[config.mk]
export PLATFORM = sky130hd
export DESIGN_NAME = ps2_host_transmitter
export DESIGN_NICKNAME = d
export VERILOG_FILES = /design/src/rtl/ps2_host_transmitter_pkg.sv /design/src/rtl/ps2_host_transmitter_clk_edge_detect.sv /design/src/rtl/ps2_host_transmitter.sv
export SDC_FILE = /design/constraint.sdc
export NUM_CORES = 1
export LEC_CHECK = 0
export ABC_AREA = 1
export CORE_MARGIN = 2
export CORE_UTILIZATION = 35
export CTS_BUF_LIST = sky130_fd_sc_hd__clkbuf_2 sky130_fd_sc_hd__clkbuf_4 sky130_fd_sc_hd__clkbuf_8
export DETAILED_ROUTE_END_ITERATION = 6
export SLEW_MARGIN = 10
export SYNTH_ARGS = -nofsm -noshare
export SYNTH_HDL_FRONTEND = slang
export SYNTH_SLANG_ARGS = --single-unit
[constraint.sdc]
create_clock -name clk -period 1.39 [get_ports clk]
set_input_delay 0.3475 -clock clk [delete_from_list [all_inputs] [get_ports clk]]
set_output_delay 0.3475 -clock clk [all_outputs]
set_load 0.005 [all_outputs]
[src/rtl/ps2_host_transmitter_pkg.sv]
// Shared types and constants for the PS/2 host transmitter.
package PS2HostTxPkg;

  localparam int unsigned DATA_W    = 8;
  localparam int unsigned BIT_CNT_W = 4;

  // Common host-to-device command bytes
  localparam logic [DATA_W-1:0] CMD_SET_LEDS = 8'hED;
  localparam logic [DATA_W-1:0] CMD_RESET    = 8'hFF;
  localparam logic [DATA_W-1:0] CMD_ENABLE   = 8'hF4;

  typedef enum logic [2:0] {
    ST_IDLE,
    ST_INHIBIT,
    ST_REQUEST,
    ST_SHIFT,
    ST_ACK,
    ST_WAIT_IDLE,
    ST_FINISH
  } state_e;

  // Odd parity bit: makes the total count of ones (data + parity) odd
  function automatic logic odd_parity(input logic [DATA_W-1:0] d);
    return ~^d;
  endfunction

  // Counter width able to hold 0..n-1, never narrower than one bit
  function automatic int unsigned cnt_width(input int unsigned n);
    return (n > 1) ? $clog2(n) : 1;
  endfunction

endpackage

[src/rtl/ps2_host_transmitter_clk_edge_detect.sv]
// Two-flop synchronizers for the raw PS/2 lines plus a one-cycle
// falling-edge strobe on the synchronized clock. Shared with the receive side.
module ps2_clk_edge_detect (
  input  logic clk,
  input  logic rst_n,
  input  logic ps2_clk,
  input  logic ps2_data,
  output logic clk_sync,
  output logic data_sync,
  output logic fall
);

  logic clk_meta;
  logic data_meta;
  logic clk_prev;

  // Synchronize both lines and register the 1->0 transition of the clock
  always_ff @(posedge clk or negedge rst_n) begin
    if (!rst_n) begin
      clk_meta  <= 1'b0;
      clk_sync  <= 1'b0;
      data_meta <= 1'b0;
      data_sync <= 1'b0;
      clk_prev  <= 1'b0;
      fall      <= 1'b0;
    end else begin
      clk_meta  <= ps2_clk;
      clk_sync  <= clk_meta;
      data_meta <= ps2_data;
      data_sync <= data_meta;
      clk_prev  <= clk_sync;
      fall      <= clk_prev & ~clk_sync;
    end
  end

endmodule

[src/rtl/ps2_host_transmitter.sv]
// PS/2 host-to-device command transmitter: inhibit, request-to-send,
// shift 8 data bits + odd parity + stop on device clock, then ACK check.
// Optional build macro PS2_TX_ACK_CHECK_EN: when defined a missing device
// ACK flags txError; otherwise the ACK edge is consumed and data ignored.
import PS2HostTxPkg::*;

module ps2_host_transmitter #(
  parameter int unsigned INHIBIT_CYCLES = 5000,
  parameter int unsigned TIMEOUT_CYCLES = 750000
) (
  input  logic              clk,
  input  logic              rst,
  input  logic [DATA_W-1:0] txData,
  input  logic              txStart,
  output logic              txBusy,
  output logic              txDone,
  output logic              txError,
  input  logic              ps2ClkIn,
  input  logic              ps2DataIn,
  output logic              ps2ClkOe,
  output logic              ps2DataOe
);

  localparam int unsigned INH_W = cnt_width(INHIBIT_CYCLES);
  localparam int unsigned TO_W  = cnt_width(TIMEOUT_CYCLES);

  state_e               state, state_n;
  logic [DATA_W-1:0]    data_q, data_n;
  logic                 parity_q, parity_n;
  logic [INH_W-1:0]     inh_cnt, inh_n;
  logic [TO_W-1:0]      to_cnt, to_n;
  logic [BIT_CNT_W-1:0] bit_cnt, bit_n;
  logic                 err_q, err_n;
  logic                 shift_oe;
  logic                 clk_oe_n, data_oe_n, busy_n, done_n, error_n;

  logic clk_sync;
  logic data_sync;
  logic fall;

  ps2_clk_edge_detect u_edge (
    .clk       (clk),
    .rst_n     (rst),
    .ps2_clk   (ps2ClkIn),
    .ps2_data  (ps2DataIn),
    .clk_sync  (clk_sync),
    .data_sync (data_sync),
    .fall      (fall)
  );

  // State, datapath and registered line/handshake outputs
  always_ff @(posedge clk or negedge rst) begin
    if (!rst) begin
      state     <= ST_IDLE;
      data_q    <= '0;
      parity_q  <= 1'b0;
      inh_cnt   <= '0;
      to_cnt    <= '0;
      bit_cnt   <= '0;
      err_q     <= 1'b0;
      ps2ClkOe  <= 1'b0;
      ps2DataOe <= 1'b0;
      txBusy    <= 1'b0;
      txDone    <= 1'b0;
      txError   <= 1'b0;
    end else begin
      state     <= state_n;
      data_q    <= data_n;
      parity_q  <= parity_n;
      inh_cnt   <= inh_n;
      to_cnt    <= to_n;
      bit_cnt   <= bit_n;
      err_q     <= err_n;
      ps2ClkOe  <= clk_oe_n;
      ps2DataOe <= data_oe_n;
      txBusy    <= busy_n;
      txDone    <= done_n;
      txError   <= error_n;
    end
  end

  // Next-state, counters and next output values (outputs follow state_n)
  always_comb begin
    state_n  = state;
    data_n   = data_q;
    parity_n = parity_q;
    inh_n    = inh_cnt;
    to_n     = to_cnt;
    bit_n    = bit_cnt;
    err_n    = err_q;
    shift_oe = ps2DataOe;

    case (state)
      ST_IDLE: begin
        if (txStart) begin
          state_n  = ST_INHIBIT;
          data_n   = txData;
          parity_n = odd_parity(txData);
          inh_n    = '0;
          to_n     = '0;
          bit_n    = '0;
          err_n    = 1'b0;
        end
      end
      ST_INHIBIT: begin
        if (inh_cnt == INH_W'(INHIBIT_CYCLES - 1)) state_n = ST_REQUEST;
        else                                       inh_n   = inh_cnt + INH_W'(1);
      end
      ST_REQUEST: begin
        // Timeout counter measures cycles elapsed since the REQUEST cycle
        state_n = ST_SHIFT;
        to_n    = TO_W'(1);
      end
      ST_SHIFT: begin
        if (fall) begin
          bit_n = bit_cnt + BIT_CNT_W'(1);
          if (bit_cnt < BIT_CNT_W'(8))       shift_oe = ~data_q[bit_cnt[2:0]];
          else if (bit_cnt == BIT_CNT_W'(8)) shift_oe = ~parity_q;
          else                               state_n  = ST_ACK;
        end
      end
      ST_ACK: begin
        if (fall) begin
`ifdef PS2_TX_ACK_CHECK_EN
          if (data_sync) err_n = 1'b1;
`endif
          state_n = ST_WAIT_IDLE;
        end
      end
      ST_WAIT_IDLE: begin
        if (clk_sync && data_sync) state_n = ST_FINISH;
      end
      ST_FINISH: begin
        state_n = ST_IDLE;
      end
      default: begin
        state_n = ST_IDLE;
      end
    endcase

    // Frame timeout overrides any other progress once the device stalls
    if (state == ST_SHIFT || state == ST_ACK || state == ST_WAIT_IDLE) begin
      if (to_cnt == TO_W'(TIMEOUT_CYCLES - 1)) begin
        state_n = ST_FINISH;
        err_n   = 1'b1;
      end else begin
        to_n = to_cnt + TO_W'(1);
      end
    end

    clk_oe_n = (state_n == ST_INHIBIT) || (state_n == ST_REQUEST);
    busy_n   = (state_n != ST_IDLE);
    done_n   = (state_n == ST_FINISH);
    error_n  = (state_n == ST_FINISH) && err_n;

    case (state_n)
      ST_REQUEST: data_oe_n = 1'b1;
      ST_SHIFT:   data_oe_n = shift_oe;
      default:    data_oe_n = 1'b0;
    endcase
  end

endmodule

Word level (Yosys, flattened, before mapping)
Cells that the tools add are included.
{"block": "totals", "out_inout_bits": 5, "input_bits": 13, "regBits": 61}
{"block": "classes", "n_eq_ne": 18, "bitwise_logic": 4, "mux": 31, "add_sub_neg": 3, "reduce_logical": 14, "magnitude_cmp": 2}
{"operator": "$mux W20", "count": 3}
{"operator": "$pmux W20 S2", "count": 1}
{"operator": "$mux W3", "count": 9}
{"operator": "$mux W13", "count": 2}
{"operator": "$pmux W13 S2", "count": 1}
{"operator": "$add A20 B1 Y20 const B", "count": 1}
{"operator": "$eq A20 B20 Y1 const B", "count": 1}
{"operator": "$pmux W3 S6", "count": 1}
{"operator": "$add A13 B1 Y13 const B", "count": 1}
{"operator": "$eq A13 B13 Y1 const B", "count": 1}
{"operator": "$eq A3 B2 Y1 const B", "count": 4}
{"operator": "$eq A3 B3 Y1 const B", "count": 3}
{"operator": "$mux W1", "count": 9}
{"operator": "$reduce_and A3 Y1", "count": 3}
{"operator": "$mux W4", "count": 2}
{"operator": "$pmux W4 S2", "count": 1}
{"operator": "$reduce_xnor A8 Y1", "count": 1}
{"operator": "$eq A3 B1 Y1 const B", "count": 2}
{"operator": "$ne A2 B2 Y1 const B", "count": 3}
{"operator": "$add A4 B1 Y4 const B", "count": 1}
{"operator": "$eq A4 B4 Y1 const B", "count": 1}
{"operator": "$lt A3 B4 Y1 const B", "count": 1}
{"operator": "$lt A4 B4 Y1 const B", "count": 1}
{"operator": "$ne A2 B1 Y1 const B", "count": 2}
{"operator": "11 further kinds", "count": 17}

Logic depth before layout (Yosys ltp)
Gate-level depths: netlist (run 1).
{"block": "depth", "word_depth": 10, "mapped_depth": 10}

By module
A second synthesis (run 1) with hierarchy kept.
{"block": "hier_totals", "cells_unflattened": 510, "hier_area_um2": 3744.8}
{"mod": "ps2_host_transmitter", "n_inst": 1, "cells_per_inst": 502, "seq_area_each_um2": 1376.3, "area_each_um2": 3584.7}
{"mod": "ps2_clk_edge_detect", "n_inst": 1, "cells_per_inst": 8, "seq_area_each_um2": 150.1, "area_each_um2": 160.2}

Worst setup path before layout (run 1)
OpenSTA, ideal clock, no wires.
{"block": "synth_path", "path_type": "reg2reg", "startpoint": "reg bit_cnt[0]", "endpoint": "reg txBusy", "setup_ns": 0.119, "required_time_ns": 1.271, "period_less_slack_ns": 1.543, "arrival_ns": 1.424, "stages_incl_launch_ff": 9, "slack_ns": -0.153, "cell_sequence": "dfrtp_1 -> inv_1 -> ha_1 -> a21oi_1 -> nand3_1 -> a21oi_1 -> nand3_1 -> nor2_1 -> nand2_1"}
{"block": "synth_between", "elab_chain_cells": 8, "elab_cells_between_ends": 9, "cone_classes": "order compare: 1; eq/ne: 1; mux: 6; reduce/logical: 1"}
{"element": "start, declared", "line": "ps2_host_transmitter.sv:32", "source": "logic [BIT_CNT_W-1:0] bit_cnt, bit_n;"}
{"element": "start signal, assigned", "line": "ps2_host_transmitter.sv:72", "source": "bit_cnt <= bit_n;"}
{"element": "branches (longest 2 deep; another with $lt A4 B4 Y1)"}
{"element": "$mux W3 *", "line": "ps2_host_transmitter.sv:117", "source": "if (bit_cnt < BIT_CNT_W'(8)) shift_oe = ~data_q[bit_cnt[2:0]];"}
{"element": "$mux W3 *", "line": "ps2_host_transmitter.sv:115", "source": "if (fall) begin"}
{"element": "$pmux W3 S6 *", "line": "ps2_host_transmitter.sv:93", "source": "case (state)"}
{"element": "$mux W3", "line": "ps2_host_transmitter.sv:143", "source": "if (to_cnt == TO_W'(TIMEOUT_CYCLES - 1)) begin"}
{"element": "$mux W3 *", "line": "ps2_host_transmitter.sv:142", "source": "if (state == ST_SHIFT || state == ST_ACK || state == ST_WAIT_IDLE) begin"}
{"element": "net state_n[1]", "line": "ps2_host_transmitter.sv:27", "source": "state_e state, state_n;"}
{"element": "$reduce_bool A3 Y1 *", "line": "ps2_host_transmitter.sv:152", "source": "busy_n = (state_n != ST_IDLE);"}
{"element": "net busy_n", "line": "ps2_host_transmitter.sv:35", "source": "logic clk_oe_n, data_oe_n, busy_n, done_n, error_n;"}
{"element": "end signal, assigned", "line": "ps2_host_transmitter.sv:76", "source": "txBusy <= busy_n;"}
{"element": "end, declared", "line": "ps2_host_transmitter.sv:15", "source": "output logic txBusy,"}
Mark *: on every way through the listed nets, which the timed path passes.
A chain may end at the register's enable or synchronous reset.

Worst setup path in the final report (run 1)
{"block": "layout_path", "startpoint": "reg inh_cnt[0]", "endpoint": "reg inh_cnt[9]"}
{"block": "layout_between", "elab_chain_cells": 3, "elab_cells_between_ends": 6, "cone_classes": "add/sub: 1; eq/ne: 2; mux: 2; reduce/logical: 1"}
{"element": "start, declared", "line": "ps2_host_transmitter.sv:30", "source": "logic [INH_W-1:0] inh_cnt, inh_n;"}
{"element": "start signal, assigned", "line": "ps2_host_transmitter.sv:70", "source": "inh_cnt <= inh_n;"}
{"element": "$add A13 B1 Y13 / $eq A13 B13 Y1 (equally long branches)", "line": "ps2_host_transmitter.sv:107, ps2_host_transmitter.sv:106"}
{"element": "$mux W13 / $ne A2 B2 Y1 (equally long branches)"}
{"element": "$pmux W13 S2 / $reduce_and A3 Y1 (equally long branches)"}
Parallel ways exist; a longest one is shown, timed or not. The select of a mux whose other input is x is not followed.

==> summary.md, run 1 <==
| Metric | Value |
|---|---|
| Most frequent cells after synthesis | `nand2_1, dfrtp_1, nand3_1` |
| Synth Instances | `488` |
| Layout Cells excl Fill | `759` |
| Buffers on Ports | `17` |
| Top cell type's share of synthesized area | `42.10%` |
| Pin count of the biggest net entering global routing | `28` |
| Vias in the first global route | `3430` |
| Yosys reg bits | `61` |
| Vias per Instance | `4.743` |
| Chip Width | `105.8 um` |
| Inserted Diodes | `0` |
| Critical-path top delay cell | `dfrtp_1` |
| Post-Route Utilization | `53.94%` |
| Hold Vio Cnt, Final | `0` |
| Clk Tree Root Cell | `clkbuf_8` |
| Largest area contributor in the netlist | `dfrtp_1` |
| Clk_lat worst skew | `0.35 ns` |
| Top Usage Layer GRT | `met2` |
| Met1 Usage GRT | `23.52%` |
| Total of max-cap violations | `0` |
| Failing checks | `setup timing` |
| H-tree levels | `3` |
| Top cells by area, synth | `dfrtp_1, nand2_1, nand3_1` |
| I/O pin count | `18` |
| Post-synth EDFFs | `0` |
| # DRC | `0` |
| Final HPWL DP | `6632 um` |
| Peak VDD IR | `0.6496 mV` |
| DP Area | `4663 um2` |
| TritonCTS buffer count | `9` |
| Starting Density | `35.60%` |
| CP endpoint kind | `register` |
| Mapped cell area | `3626 um2` |
| Count of final setup violators | `31` |
| Final worst path period share | `111.1%` |
| Sink Count | `61` |
| Critical path arrival | `1.79 ns` |
| Mapped Nets | `505` |
| Total track usage | `17.77%` |
| Yosys warnings | `0` |
| Peak per-stage delay on the critical path | `0.41 ns` |
| Slew @ Worst Pin | `0.4403 ns` |
| CTS tree | `yes` |
| Drt pass-1 iters | `5` |
| Final worst path period need | `1.544 ns` |
| Drt initial violations | `200` |
| Overflow after GRT | `0` |
| Pwr Density | `1054 nW/um2` |
| Hold/Removal Path Class | `register to register` |
| Share of cells above drive strength 1 | `38.20%` |
| Clk buf depth | `2` |
| Routability Congestion | `0.8970` |
| Top_reg_cell synth | `dfrtp_1` |
| # rows | `37` |
| Die Y | `105.8 um` |
| Worst Path Class, Setup | `register to register` |
| Total Power | `5.793 mW` |
| Clock Skew | `0.01081 ns` |
| Pre-CTS WS | `-0.3105 ns` |
| RSZ-0062 raised after global routing | `true` |
| Layout area overhead | `51.52%` |
| Crit-path max FO | `6` |
| Design area | `5494 um2` |
| Initial antenna violation count | `0` |
| Grt met3 use | `2.412%` |
| FFs w/ async S/R, synth | `100.0%` |
| Nets | `635` |
| CTS clk-pin slew, worst paths | `0.08 ns` |
| Worst endpoint required time | `1.64 ns` |
| Placed insts | `721` |
| Mean Syn Cell Area | `7.430 um2` |
| Max-slew violation count | `0` |
| Wire length per cell | `12.89 um` |
| Startpoint Class | `register` |
| Top-count cell post-synth | `nand2_1` |
| Die footprint | `11190 um2` |
| Sequential share of the synthesized area | `42.10%` |
| Core area | `10180 um2` |
| Setup WS post-layout | `-0.1536 ns` |
| Footprint of the multi-input gates | `2220 um2` |
| Max Freq | `647.8 MHz` |
| Routed WL | `9785 um` |
| CP Cell Sequence | `ha_4, nand2_4, nor2_1, nand3_1, nand2_2, nand2_4, buf_6, nand2_2, nand2_1` |
| Grt met2 use | `29.82%` |
| Status | `finished with violations` |
| Slew headroom | `70.65%` |
| Register Area | `1531 um2` |
| Static leakage | `2.600 nW` |
| FILL cells | `961` |
| First-pass GRT wire length | `15970 um` |
| Synth cell types | `38` |
| Vias | `3600` |
| TNS Setup | `-2.657 ns` |
| Worst hold margin | `0.3540 ns` |
| Post-route ant nets | `0` |
[report_power, final]
part | leakage [nW] | switching (mW) | total (mW) | internal (mW)
clock network | 0.112 | 0.769 | 1.82 | 1.06
registers | 0.788 | 0.205 | 2.24 | 2.04
logic | 1.70 | 0.876 | 1.73 | 0.850
total | 2.60 | 1.85 | 5.79 | 3.94
[path summary, 6_finish.rpt]
kind | startpoint | end | slack, ns | cells past startpoint
setup / recovery | inh_cnt[0]$_DFFE_PN0P_ | inh_cnt[9]$_DFFE_PN0P_ | -0.15 | 9
hold / removal | u_edge.data_meta$_DFF_PN0_ | u_edge.data_sync$_DFF_PN0_ | 0.35 | 0
setup reg to reg | inh_cnt[0]$_DFFE_PN0P_ | inh_cnt[9]$_DFFE_PN0P_ | -0.15 | 9
hold reg to reg | u_edge.data_meta$_DFF_PN0_ | u_edge.data_sync$_DFF_PN0_ | 0.35 | 0
max in group asynchronous | rst | state[2]$_DFF_PN0_ | 0.40 | 3
min in group asynchronous | rst | data_q[3]$_DFFE_PN0P_ | 0.48 | 2
[final cells by class]
type	instances	share of cell area (%)
repair buffers	124	19.97
clock buffers	10	2.505
flip-flops and latches	61	27.88
clock inverters	6	1.571
repair inverters	1	0.09110
multi-input cells	361	40.40
inverters	60	4.486
well taps	136	3.097
[layer usage]
metal  part of all wire (%)  routed length (um)
met4                    1.5                 146
met2                     50                4903
met5                      0                   0
met3                    2.7                 260
met1                     46                4475
[flip-flops by register name (all words and copies together), names as in the netlist, 3 cells and up]
name and flops:
bit_cnt 4, data_q 8, state 3, to_cnt 20, inh_cnt 13
[cells in the final DEF (no fill, tap or decap), types with 12 or more instances in the layout]
master	netlist	routed
buf_4	2	85
buf_6	2	15
dfrtp_1	61	57
inv_1	48	42
inv_2	10	12
nand2_1	163	142
nand2_2	4	18
nand3_1	49	35
nor2_1	41	29
o21ai_1	8	12
xor2_1	12	12
[critical path: cells and delay by family (launching register included)]
| family | cells | cell delay, ns |
|---|---|---|
| and+or+nand+nor | 7 | 0.70 |
| DFF | 1 | 0.41 |
| buffers and inverters | 1 | 0.15 |
| adders and majority gates | 1 | 0.18 |
[logic make-up (layout without fill, tap and decap cells)]
logic type	after synthesis	after routing	synth area share (%)
xor+xnor	19	19	4.589
flops	61	61	42.10
simple gates	297	298	37.68
compound gates	40	40	6.557
buf+inv	67	201	7.694
fa+ha+maj	4	4	1.380
[timing repair]
action,CTS,global route
hold buffers,1,0
setup endpoints to repair,42,53
pin swaps,20,35
gates resized for setup,59,68
setup buffers,5,16
gates cloned,1,2
endpoints found under the hold margin,14,0
No activity file was read; power rests on OpenSTA's default activity.
==> run 2: changes to the inputs <==
--- a/config.mk
+++ b/config.mk
@@ -9,6 +9,7 @@
 export CORE_MARGIN = 2
 export CORE_UTILIZATION = 35
 export CTS_BUF_LIST = sky130_fd_sc_hd__clkbuf_2 sky130_fd_sc_hd__clkbuf_4 sky130_fd_sc_hd__clkbuf_8
+export CTS_CLUSTER_DIAMETER = 120
 export DETAILED_ROUTE_END_ITERATION = 6
 export SLEW_MARGIN = 10
 export SYNTH_ARGS = -nofsm -noshare
==> results of run 2 <==
No change in the layout: final DEF, timing and power equal those of run 1.
==> run 3: changes to the inputs <==
--- a/config.mk
+++ b/config.mk
@@ -7,7 +7,7 @@
 export LEC_CHECK = 0
 export ABC_AREA = 1
 export CORE_MARGIN = 2
-export CORE_UTILIZATION = 35
+export CORE_UTILIZATION = 25
 export CTS_BUF_LIST = sky130_fd_sc_hd__clkbuf_2 sky130_fd_sc_hd__clkbuf_4 sky130_fd_sc_hd__clkbuf_8
 export CTS_CLUSTER_DIAMETER = 120
 export DETAILED_ROUTE_END_ITERATION = 6
==> run 3 against run 2 <==
Compared with the run above:
- the flow finishes with violations (hold timing, setup timing)
- combinational power grew 8%
- register-to-register slack lost 0.04 ns
- sequential share of layout area shrank 1.0 points
- clock-buffer cell count is the same
- flip-flop and latch count is the same
- final cell count grew 7.4%
- non-clock buffer count grew 9
==> summary.md, run 3 (same netlist as run 1, synthesis figures left out) <==
| Metric | Value |
|---|---|
| Core area | `14370 um2 (+41%)` |
| Routed WL | `10690 um (+9.3%)` |
| Max reg flops | `20 (unchanged)` |
| H-tree levels | `3 (unchanged)` |
| Clk_lat worst skew | `0.36 ns (about the same)` |
| Hold/Removal Path Class | `input pin to async pin` |
| Max-slew violation count | `0 (unchanged)` |
| Drt pass-1 iters | `5 (unchanged)` |
| Count of final setup violators | `33 (+6.5%)` |
| First-pass GRT wire length | `17270 um (+8.1%)` |
| TNS Setup | `-3.359 ns (-0.7022 ns)` |
| Worst Path Class, Setup | `register to register` |
| Grt met2 use | `23.72% (-6.1 points)` |
| Vias in the first global route | `3701 (+7.9%)` |
| CTS Hold Buffers Added | `0 (-1)` |
| TritonCTS buffer count | `9 (unchanged)` |
| Pre-CTS WS | `-0.3747 ns (-0.06411 ns)` |
| Final worst path period share | `114.0% (+3.0 points)` |
| Initial antenna violation count | `0 (unchanged)` |
| CTS tree | `yes` |
| Status | `finished with violations` |
| Inserted Diodes | `0 (unchanged)` |
| Vias per Instance | `4.568 (-3.7%)` |
| Total of max-cap violations | `0 (unchanged)` |
| Buffers on Ports | `17 (unchanged)` |
| RSZ-0062 raised after global routing | `true` |
| CP endpoint kind | `register` |
| Clk buf depth | `2 (unchanged)` |
| Clk Tree Root Cell | `clkbuf_8` |
| Hold Vio Cnt, Final | `9 (+9)` |
| Sequential power share | `39.1% (+0.4 points)` |
| # DRC | `0 (unchanged)` |
| Critical path arrival | `1.87 ns (+0.08 ns)` |
| Commonest non-fill, non-tap cell in the layout | `nand2_1` |
| Reg2Reg Launch Point | `to_cnt[1]$_DFF_PN0_` |
| Startpoint Class | `register` |
| Int Pwr | `3.808 mW (-3.4%)` |
| Die Y | `124.4 um (+18%)` |
| Pin count of the biggest net entering global routing | `62 (+120%)` |
| Layout area overhead | `57.52%` |
| Nets | `643 (+1.3%)` |
| Psw | `1.976 mW (+6.8%)` |
| Final worst path period need | `1.585 ns (+0.04129 ns)` |
| Overflow after GRT | `0 (unchanged)` |
| Starting Density | `25.24% (-10 points)` |
| Static leakage | `2.712 nW (+4.3%)` |
| Worst endpoint required time | `1.68 ns (+0.04 ns)` |
| Slew headroom | `76.29% (+5.6 points)` |
| Peak VDD IR | `0.3879 mV (-40%)` |
| Top Usage Layer GRT | `met2` |
| Most frequent cells in the layout | `nand2_1, buf_4, dfrtp_1` |
| Total track usage | `13.59% (-4.2 points)` |
| Combinational share of power | `32.1% (+2.3 points)` |
| Sink Count | `61 (unchanged)` |
| Clock Skew | `0.01177 ns (+0.0009622 ns)` |
| Wire length per cell | `13.12 um (+1.8%)` |
| I/O pin count | `18 (unchanged)` |
| Failing checks | `hold timing, setup timing` |
| Routability Congestion | `0.9097 (+1.4%)` |
| # rows | `44 (+19%)` |
| Vias | `3723 (+3.4%)` |
| Final HPWL DP | `7018 um (+5.8%)` |
| Setup WS post-layout | `-0.1949 ns (-0.04129 ns)` |
| Grt met3 use | `2.577% (+0.17 points)` |
| Worst R2R End | `txError$_DFF_PN0_` |
| Worst hold margin | `-0.01083 ns (-0.3648 ns)` |
| Crit-path max FO | `4 (-2)` |
| Pwr Density | `1013 nW/um2 (-4.0%)` |
| Clock network fraction of total power | `28.8% (-2.7 points)` |
| CTS clk-pin slew, worst paths | `0.07 ns (about the same)` |
| Max Freq | `631.0 MHz (-2.6%)` |
| Largest regs | `to_cnt x20, inh_cnt x13, data_q x8` |
| Biggest register | `to_cnt` |
| Post-route ant nets | `0 (unchanged)` |
| Register-to-register setup slack | `-0.19 ns (-0.04 ns)` |
| Die footprint | `15480 um2 (+38%)` |
| Drt initial violations | `168 (-16%)` |
| Slew @ Worst Pin | `0.3557 ns (-0.08466 ns)` |
| Met1 Usage GRT | `16.15% (-7.4 points)` |
| Reg2Reg Depth | `10 (+1)` |
| Switching Fraction | `34.16% (+2.2 points)` |
| Share of cells above drive strength 1 | `41.20% (+3.0 points)` |
| Chip Width | `124.4 um (+18%)` |
==> run 3: changes by cell type in the layout (fill, tap and decap cells not counted), sizes merged <==
cell and change:
clkinv +3, clkinvlp -3, bufinv -1, buf +11, clkbuf -1, dlygate4sd3 -1
==> run 3: power by group through the flow <==
stage               clock, mW  combinational (mW)  sequential (mW)
finish                   1.66                1.86             2.26
global route             1.77                2.03             2.30
CTS                      1.69                1.53             2.26
detailed placement          0                1.42             2.27
global placement            0                1.38             2.26
floorplan                   0               0.723             2.27
==> run 3: what timing repair did <==
item / in CTS / in global routing
gates resized for setup: 64 / 93
cloned: 1 / 0
pin swaps: 20 / 43
endpoints found under the setup margin: 45 / 56
buffers inserted: 14 / 14
==> run 3: critical path, cell delays in order, from the launching register on <==
cell and delay [ns]:
dfrtp_1 0.40, ha_4 0.17, nand3_4 0.12, clkinv_4 0.10, nand2_4 0.06, nor2_4 0.15, buf_12 0.13, nand3_4 0.11
nand3_4 0.14, nand2_4 0.07, nor2_2 0.07
==> run 3: worst max path at each step <==
| stage | slack, ns | endpoint | depth (start not counted) | from |
|---|---|---|---|---|
| 2_1_floorplan | -0.05 | txBusy$_DFF_PN0_ | 8 | bit_cnt[0]$_DFFE_PN0P_ |
| 3_3_place_gp | -0.30 | to_cnt[5]$_DFF_PN0_ | 8 | txStart |
| 3_5_place_dp | -0.37 | to_cnt[3]$_DFF_PN0_ | 8 | txStart |
| 4_1_cts | -0.17 | to_cnt[13]$_DFF_PN0_ | 10 | to_cnt[0]$_DFF_PN0_ |
| 5_1_grt | -0.30 | to_cnt[13]$_DFF_PN0_ | 10 | to_cnt[0]$_DFF_PN0_ |
| 6_report | -0.19 | txError$_DFF_PN0_ | 10 | to_cnt[1]$_DFF_PN0_ |
==> run 3: layout make-up <==
type / instances / area, um2
Fill cell: 1394 / 8657
Multi-Input combinational cell: 361 / 2344
Sequential cell: 61 / 1534
Timing Repair Buffer: 133 / 1149
Inverter: 60 / 255.2
Tap cell: 184 / 230.2
Clock buffer: 10 / 137.6
Clock inverter: 6 / 62.56
==> run 3: per-layer routing <==
layer	wire, um	vias to the layer above
met5	0	-
met1	4384	1765
li1	-	1837
met3	438	22
met2	5576	99
met4	293	0
==> run 3: through the flow <==
stage / cell area (um2) / total power, mW / instances / util, % / hold slack (ns)
after global routing: 5712 / 6.096 / 815 / 39.75 / 0.02635
after global placement: 4741 / 3.644 / 773 / 32.99 / 0.3352
after detailed placement: 4741 / 3.693 / 773 / 32.99 / 0.3385
after floorplan: 3690 / 2.988 / 488 / - / 0.05191
final: 5712 / 5.784 / 815 / 39.75 / -0.01083
after CTS: 5268 / 5.484 / 803 / 36.66 / 0.0004621
